## src/rtl/fifo_fwft.sv

```systemverilog
// Synchronous first-word-fall-through FIFO with registered head, any DEPTH >= 2.
// Optional high-water mark tracking is enabled by defining FIFO_HWM_EN.
module fifo_fwft #(
  parameter int DW    = 32,
  parameter int DEPTH = 16,
  localparam int CW   = $clog2(DEPTH + 1)
) (
  input  logic          clk_i,
  input  logic          reset_ni,
  input  logic          flush_i,
  input  logic          wr_en_i,
  input  logic [DW-1:0] wr_data_i,
  output logic          full_o,
  output logic          m_valid_o,
  output logic [DW-1:0] m_data_o,
  input  logic          m_ready_i,
  output logic [CW-1:0] count_o,
  input  logic [CW-1:0] afull_thr_i,
  input  logic [CW-1:0] aempty_thr_i,
  output logic          afull_o,
  output logic          aempty_o,
  output logic          overflow_o,
  input  logic          err_clr_i,
  output logic [CW-1:0] hwm_o
);

  localparam int PW = (DEPTH > 1) ? $clog2(DEPTH) : 1;

  logic [DW-1:0] mem [DEPTH];
  logic [PW-1:0] wr_ptr, rd_ptr;
  logic [PW-1:0] wr_ptr_inc, rd_ptr_inc;
  logic [CW-1:0] count;
  logic [DW-1:0] head_data, head_next;
  logic          overflow;
  logic          wr_acc, rd_acc;

  assign full_o     = (count == CW'(DEPTH));
  assign m_valid_o  = (count != '0);
  assign m_data_o   = head_data;
  assign count_o    = count;
  assign overflow_o = overflow;
  assign afull_o    = (count >= afull_thr_i);
  assign aempty_o   = (count <= aempty_thr_i);

  assign wr_acc = wr_en_i & ~full_o & ~flush_i;
  assign rd_acc = m_valid_o & m_ready_i & ~flush_i;

  // Explicit wrap so non-power-of-two depths work.
  assign wr_ptr_inc = (wr_ptr == PW'(DEPTH - 1)) ? '0 : wr_ptr + 1'b1;
  assign rd_ptr_inc = (rd_ptr == PW'(DEPTH - 1)) ? '0 : rd_ptr + 1'b1;

  always_ff @(posedge clk_i) begin
    if (wr_acc) begin
      mem[wr_ptr] <= wr_data_i;
    end
  end

  // mem[rd_ptr] always mirrors the head register; bypass write data when the FIFO runs dry.
  always_comb begin
    head_next = head_data;
    if (wr_acc && ((count == '0) || (rd_acc && (count == CW'(1))))) begin
      head_next = wr_data_i;
    end else if (rd_acc && (count >= CW'(2))) begin
      head_next = mem[rd_ptr_inc];
    end
  end

  always_ff @(posedge clk_i or negedge reset_ni) begin
    if (!reset_ni) begin
      wr_ptr    <= '0;
      rd_ptr    <= '0;
      count     <= '0;
      head_data <= '0;
    end else if (flush_i) begin
      wr_ptr <= '0;
      rd_ptr <= '0;
      count  <= '0;
    end else begin
      if (wr_acc) begin
        wr_ptr <= wr_ptr_inc;
      end
      if (rd_acc) begin
        rd_ptr <= rd_ptr_inc;
      end
      count     <= count + {{(CW-1){1'b0}}, wr_acc} - {{(CW-1){1'b0}}, rd_acc};
      head_data <= head_next;
    end
  end

  always_ff @(posedge clk_i or negedge reset_ni) begin
    if (!reset_ni) begin
      overflow <= 1'b0;
    end else begin
      overflow <= (wr_en_i & full_o & ~flush_i) | (overflow & ~err_clr_i);
    end
  end

`ifdef FIFO_HWM_EN
  logic [CW-1:0] hwm;

  always_ff @(posedge clk_i or negedge reset_ni) begin
    if (!reset_ni) begin
      hwm <= '0;
    end else if (err_clr_i) begin
      hwm <= count;
    end else if (count > hwm) begin
      hwm <= count;
    end
  end

  assign hwm_o = hwm;
`else
  assign hwm_o = '0;
`endif

endmodule
```

## config.mk

```make
export PLATFORM = sky130hd
export DESIGN_NAME = fifo_fwft
export DESIGN_NICKNAME = d
export VERILOG_FILES = /design/src/rtl/fifo_fwft.sv
export SDC_FILE = /design/constraint.sdc
export NUM_CORES = 1
export LEC_CHECK = 0
export BUFFER_PORTS_ARGS = -buffer_cell sky130_fd_sc_hd__buf_2
export CAP_MARGIN = 30
export CORE_ASPECT_RATIO = 0.5
export CORE_MARGIN = 2
export CORE_UTILIZATION = 40
export DETAILED_ROUTE_END_ITERATION = 16
export HOLD_SLACK_MARGIN = 0.12
export SLEW_MARGIN = 30
export SYNTH_ARGS = -nofsm -noshare
export SYNTH_HDL_FRONTEND = slang
export SYNTH_SLANG_ARGS = --single-unit
```

## constraint.sdc

```tcl
create_clock -name clk_i -period 8.6 [get_ports clk_i]
set_clock_uncertainty 0.1 [all_clocks]
set_input_delay 0.86 -clock clk_i [delete_from_list [all_inputs] [get_ports clk_i]]
set_output_delay 0.86 -clock clk_i [all_outputs]
set_load 0.02 [all_outputs]
```

==> flow_metrics.py <==
metrics = {
    "sta": {
        "timing.fmax_ghz": 0.2625,
        "tightest_slew_ps": 1027,
        "grt_setup_unrepaired": "no",
        "maxSlewHeadroom_pct": 31.54,
        "period_minus_slack_ps": 3810,
        "setup_tns_ps": 0,
        "slew_viol_final": 0,
        "setup_viol": 0,
        "finalHoldViolCount": 0,
        "fin_crit_sh_pct": 44.30,
    },
    "job": {
        "cap_violations": 0,
    },
    "floorplanning": {
        "die_w_microns": 336.2,
        "initial_core_util_pct": 40.79,
        "fp.dieH_microns": 170.1,
        "num_rows": 60,
        "io_pins": 95,
        "coreArea_sq_um": 54130,
        "die-area_sq_um": 57200,
    },
    "final_layout": {
        "utilization_pct": 46.20,
        "drive_above_1_share_pct": 26.75,
        "area_growth_pct": 13.27,
        "final_nets": 1304,
        "antennaDiodeCount": 0,
    },
    "synth": {
        "yosysWarnings": 0,
        "avgSynthCellArea_sq_um": 19.68,
        "synthesis.area_sq_um": 22080,
        "synthCells": 1122,
        "synth_common_cells": "edfxtp_1, mux4_2, a22oi_1",
        "synth_top_family_by_area": "multiplexers",
        "ys_seq_area_share_pct": 74.86,
        "synth.area.top_cells": "edfxtp_1, mux4_2, dfrtp_1",
        "yosysTopAreaCell": "edfxtp_1",
        "yosys_most_used_dff": "edfxtp_1",
        "synthArstFlopShare_pct": 8.244,
        "synth.top_cell.area_share_pct": 69.64,
        "synth_adder_area_share_pct": 1.451,
        "ys_types": 69,
        "synth-xor-area-share_pct": 0.1984,
        "post_synth_and_or_nand_nor_area_fraction_pct": 3.276,
        "synth_edf_count": 512,
        "muxShareOfSynthArea_pct": 12.14,
        "ys_seq_elements": 558,
        "yosysMostFrequentCell": "edfxtp_1",
        "synth_compound_area_share_pct": 5.894,
    },
    "setup_path": {
        "end_kind": "flop",
        "worstSetupPathType": "flop to flop",
        "crit_chain": "inv_1 -> ha_1 -> nor3b_1 -> o2111ai_2 -> a21oi_2 -> nand2_2 -> a2111oi_0 -> nor3_1",
        "critPathSlowestCell": "nand2_2",
        "cp_num_buf_inv": 1,
        "crit_family": "compound AO/OA/AOI/OAI gates",
        "cp.arrival_ps": 4150,
        "worst_path_largest_cell_delay_ps": 700,
        "start_kind": "flop",
        "path_max_fanout": 27,
        "cp.required_ps": 8940,
    },
    "grt": {
        "met2_usage_pct": 29.11,
        "grt_pass1_wl_microns": 75670,
        "grt_pass1_vias": 11480,
        "antenna_found_initial": 1,
        "grt_overflow": 0,
        "track_usage_pct": 18.16,
        "gr-usage-met3_pct": 3.179,
        "grt.met1_usage_pct": 26.14,
        "grt_busiest_layer": "met2",
        "grt_max_degree": 68,
    },
    "power_and_ir_drop": {
        "combPwrFrac_pct": 22.4,
        "swShare_pct": 27.82,
        "switching_power_mw": 1.954,
        "p_leak_nw": 8.161,
        "ir_drop_mv": 0.1360,
        "seqPwrFrac_pct": 45.5,
        "power.internal_mw": 5.069,
        "p_per_area_nw_per_um2": 280.9,
        "clkPwrFrac_pct": 32.1,
        "total_power_mw": 7.023,
    },
    "clocking": {
        "cts-root-buf": "clkbuf_16",
        "clock-sinks": 558,
        "clock_latency_ps": 570,
        "cts.clk_slew.worst_paths_ps": 60,
        "post_cts_buffers": 0,
        "cts_buffers": 52,
        "cts_resized": 0,
        "cts_tree": "built",
        "htree_levels": 2,
        "clock_path_buffers": 3,
        "hold_buffers": 0,
    },
    "route": {
        "drc": 0,
        "drt_iter0_drc": 1371,
        "dr.pass1.iters": 6,
        "routed_wirelength_microns": 51580,
        "via_per_inst": 5.676,
        "ant_nets": 0,
        "wl_per_cell_microns": 25.60,
        "vias": 11438,
    },
    "placed_design": {
        "dp_hpwl_microns": 25460,
        "io_buffers": 89,
        "gp_congestion": 0.7674,
    },
    "min_path": {
        "holdCritPathClass": "input pin to flop",
    },
    "status": {
        "status": "completed",
    },
}
[area by class of cell]
cell class	count	area [sq um]
clock buffer	68	1423
clock inverter	26	229.0
fill	4506	29120
inverter	22	82.58
multi-input combinational	478	5140
sequential	558	16530
tap	744	930.9
timing repair buffer	119	674.4
[metrics by stage]
step / hold slack (ps) / cells / worst slack (ps) / instance area [sq um]
after floorplan: 433.9 / 1126 / 5391 / 22090
after global placement: 401.8 / 1921 / 4627 / 23350
after detailed placement: 398.5 / 1921 / 4559 / 23350
after CTS: 346.3 / 2015 / 4601 / 25000
after global routing: 375.4 / 2015 / 4488 / 25010
final: 368.0 / 2015 / 4790 / 25010
[flip-flops by register name (all words and copies together), names as in the netlist]
signal and flops:
m_data_o 32, wr_ptr 4, rd_ptr 4, mem 512
count_o 5, overflow_o 1
[cell families after synthesis]
kind of cell	after synthesis
flip-flops	558
AO/OA/AOI/OAI	178
AND/OR/NAND/NOR	143
multiplexers	122
buffers and inverters	90
adder cells (fa/ha/maj)	25
XOR/XNOR	5
other	1
[layout by cell type (no fill, tap or decap), drive strengths merged, types with 3 or more instances in the layout]
cell,instances
a2111oi,4
a211oi,7
a21o,3
a21oi,39
a221o,23
a22oi,51
a311oi,4
a31oi,8
and2,19
buf,119
bufinv,4
clkbuf,68
clkinv,20
conb,5
dfrtp,46
edfxtp,512
ha,24
inv,22
mux2,4
mux2i,3
mux4,115
nand2,43
nand2b,5
nand3,8
nor2,29
nor2b,16
nor3,6
nor3b,4
o21ai,16
o22ai,5
xnor2,3
[worst reg2reg max path: cells and delay by family, from the launching register on]
kind	cells	cell delay, ps
buffers and inverters	1	140
adder cells (fa/ha/maj)	1	220
AND/OR/NAND/NOR	3	1180
flip-flops	1	430
AO/OA/AOI/OAI	3	1620
[routing by layer]
layer  vias up  wire, microns  share of wire (%)
li1       4823              -                  -
met1      6048          22280                 43
met2       480          24350                 47
met3        85           3949                7.7
met4         2            983                1.9
met5         -             20              0.039
[final timing paths]
kind	start	endpoint	slack, ps	cells after the start
max in group asynchronous	reset_ni	rd_ptr[0]	7380	2
max	count_o[3]	m_data_o[19]	4790	8
min in group asynchronous	reset_ni	overflow_o	390	2
min	err_clr_i	overflow_o	370	2
min reg2reg	m_data_o[7]	m_data_o[7]	420	1
max reg2reg	count_o[3]	m_data_o[19]	4790	8
[power groups by stage]
stage,clock network (mW),logic [mW],registers (mW)
final,2.25,1.58,3.20
after global routing,2.40,1.71,3.21
after CTS,2.29,1.59,3.20
after detailed placement,0,1.59,3.25
after global placement,0,1.56,3.25
after floorplan,0,1.08,3.31
Power figures use the tool's default switching activity.
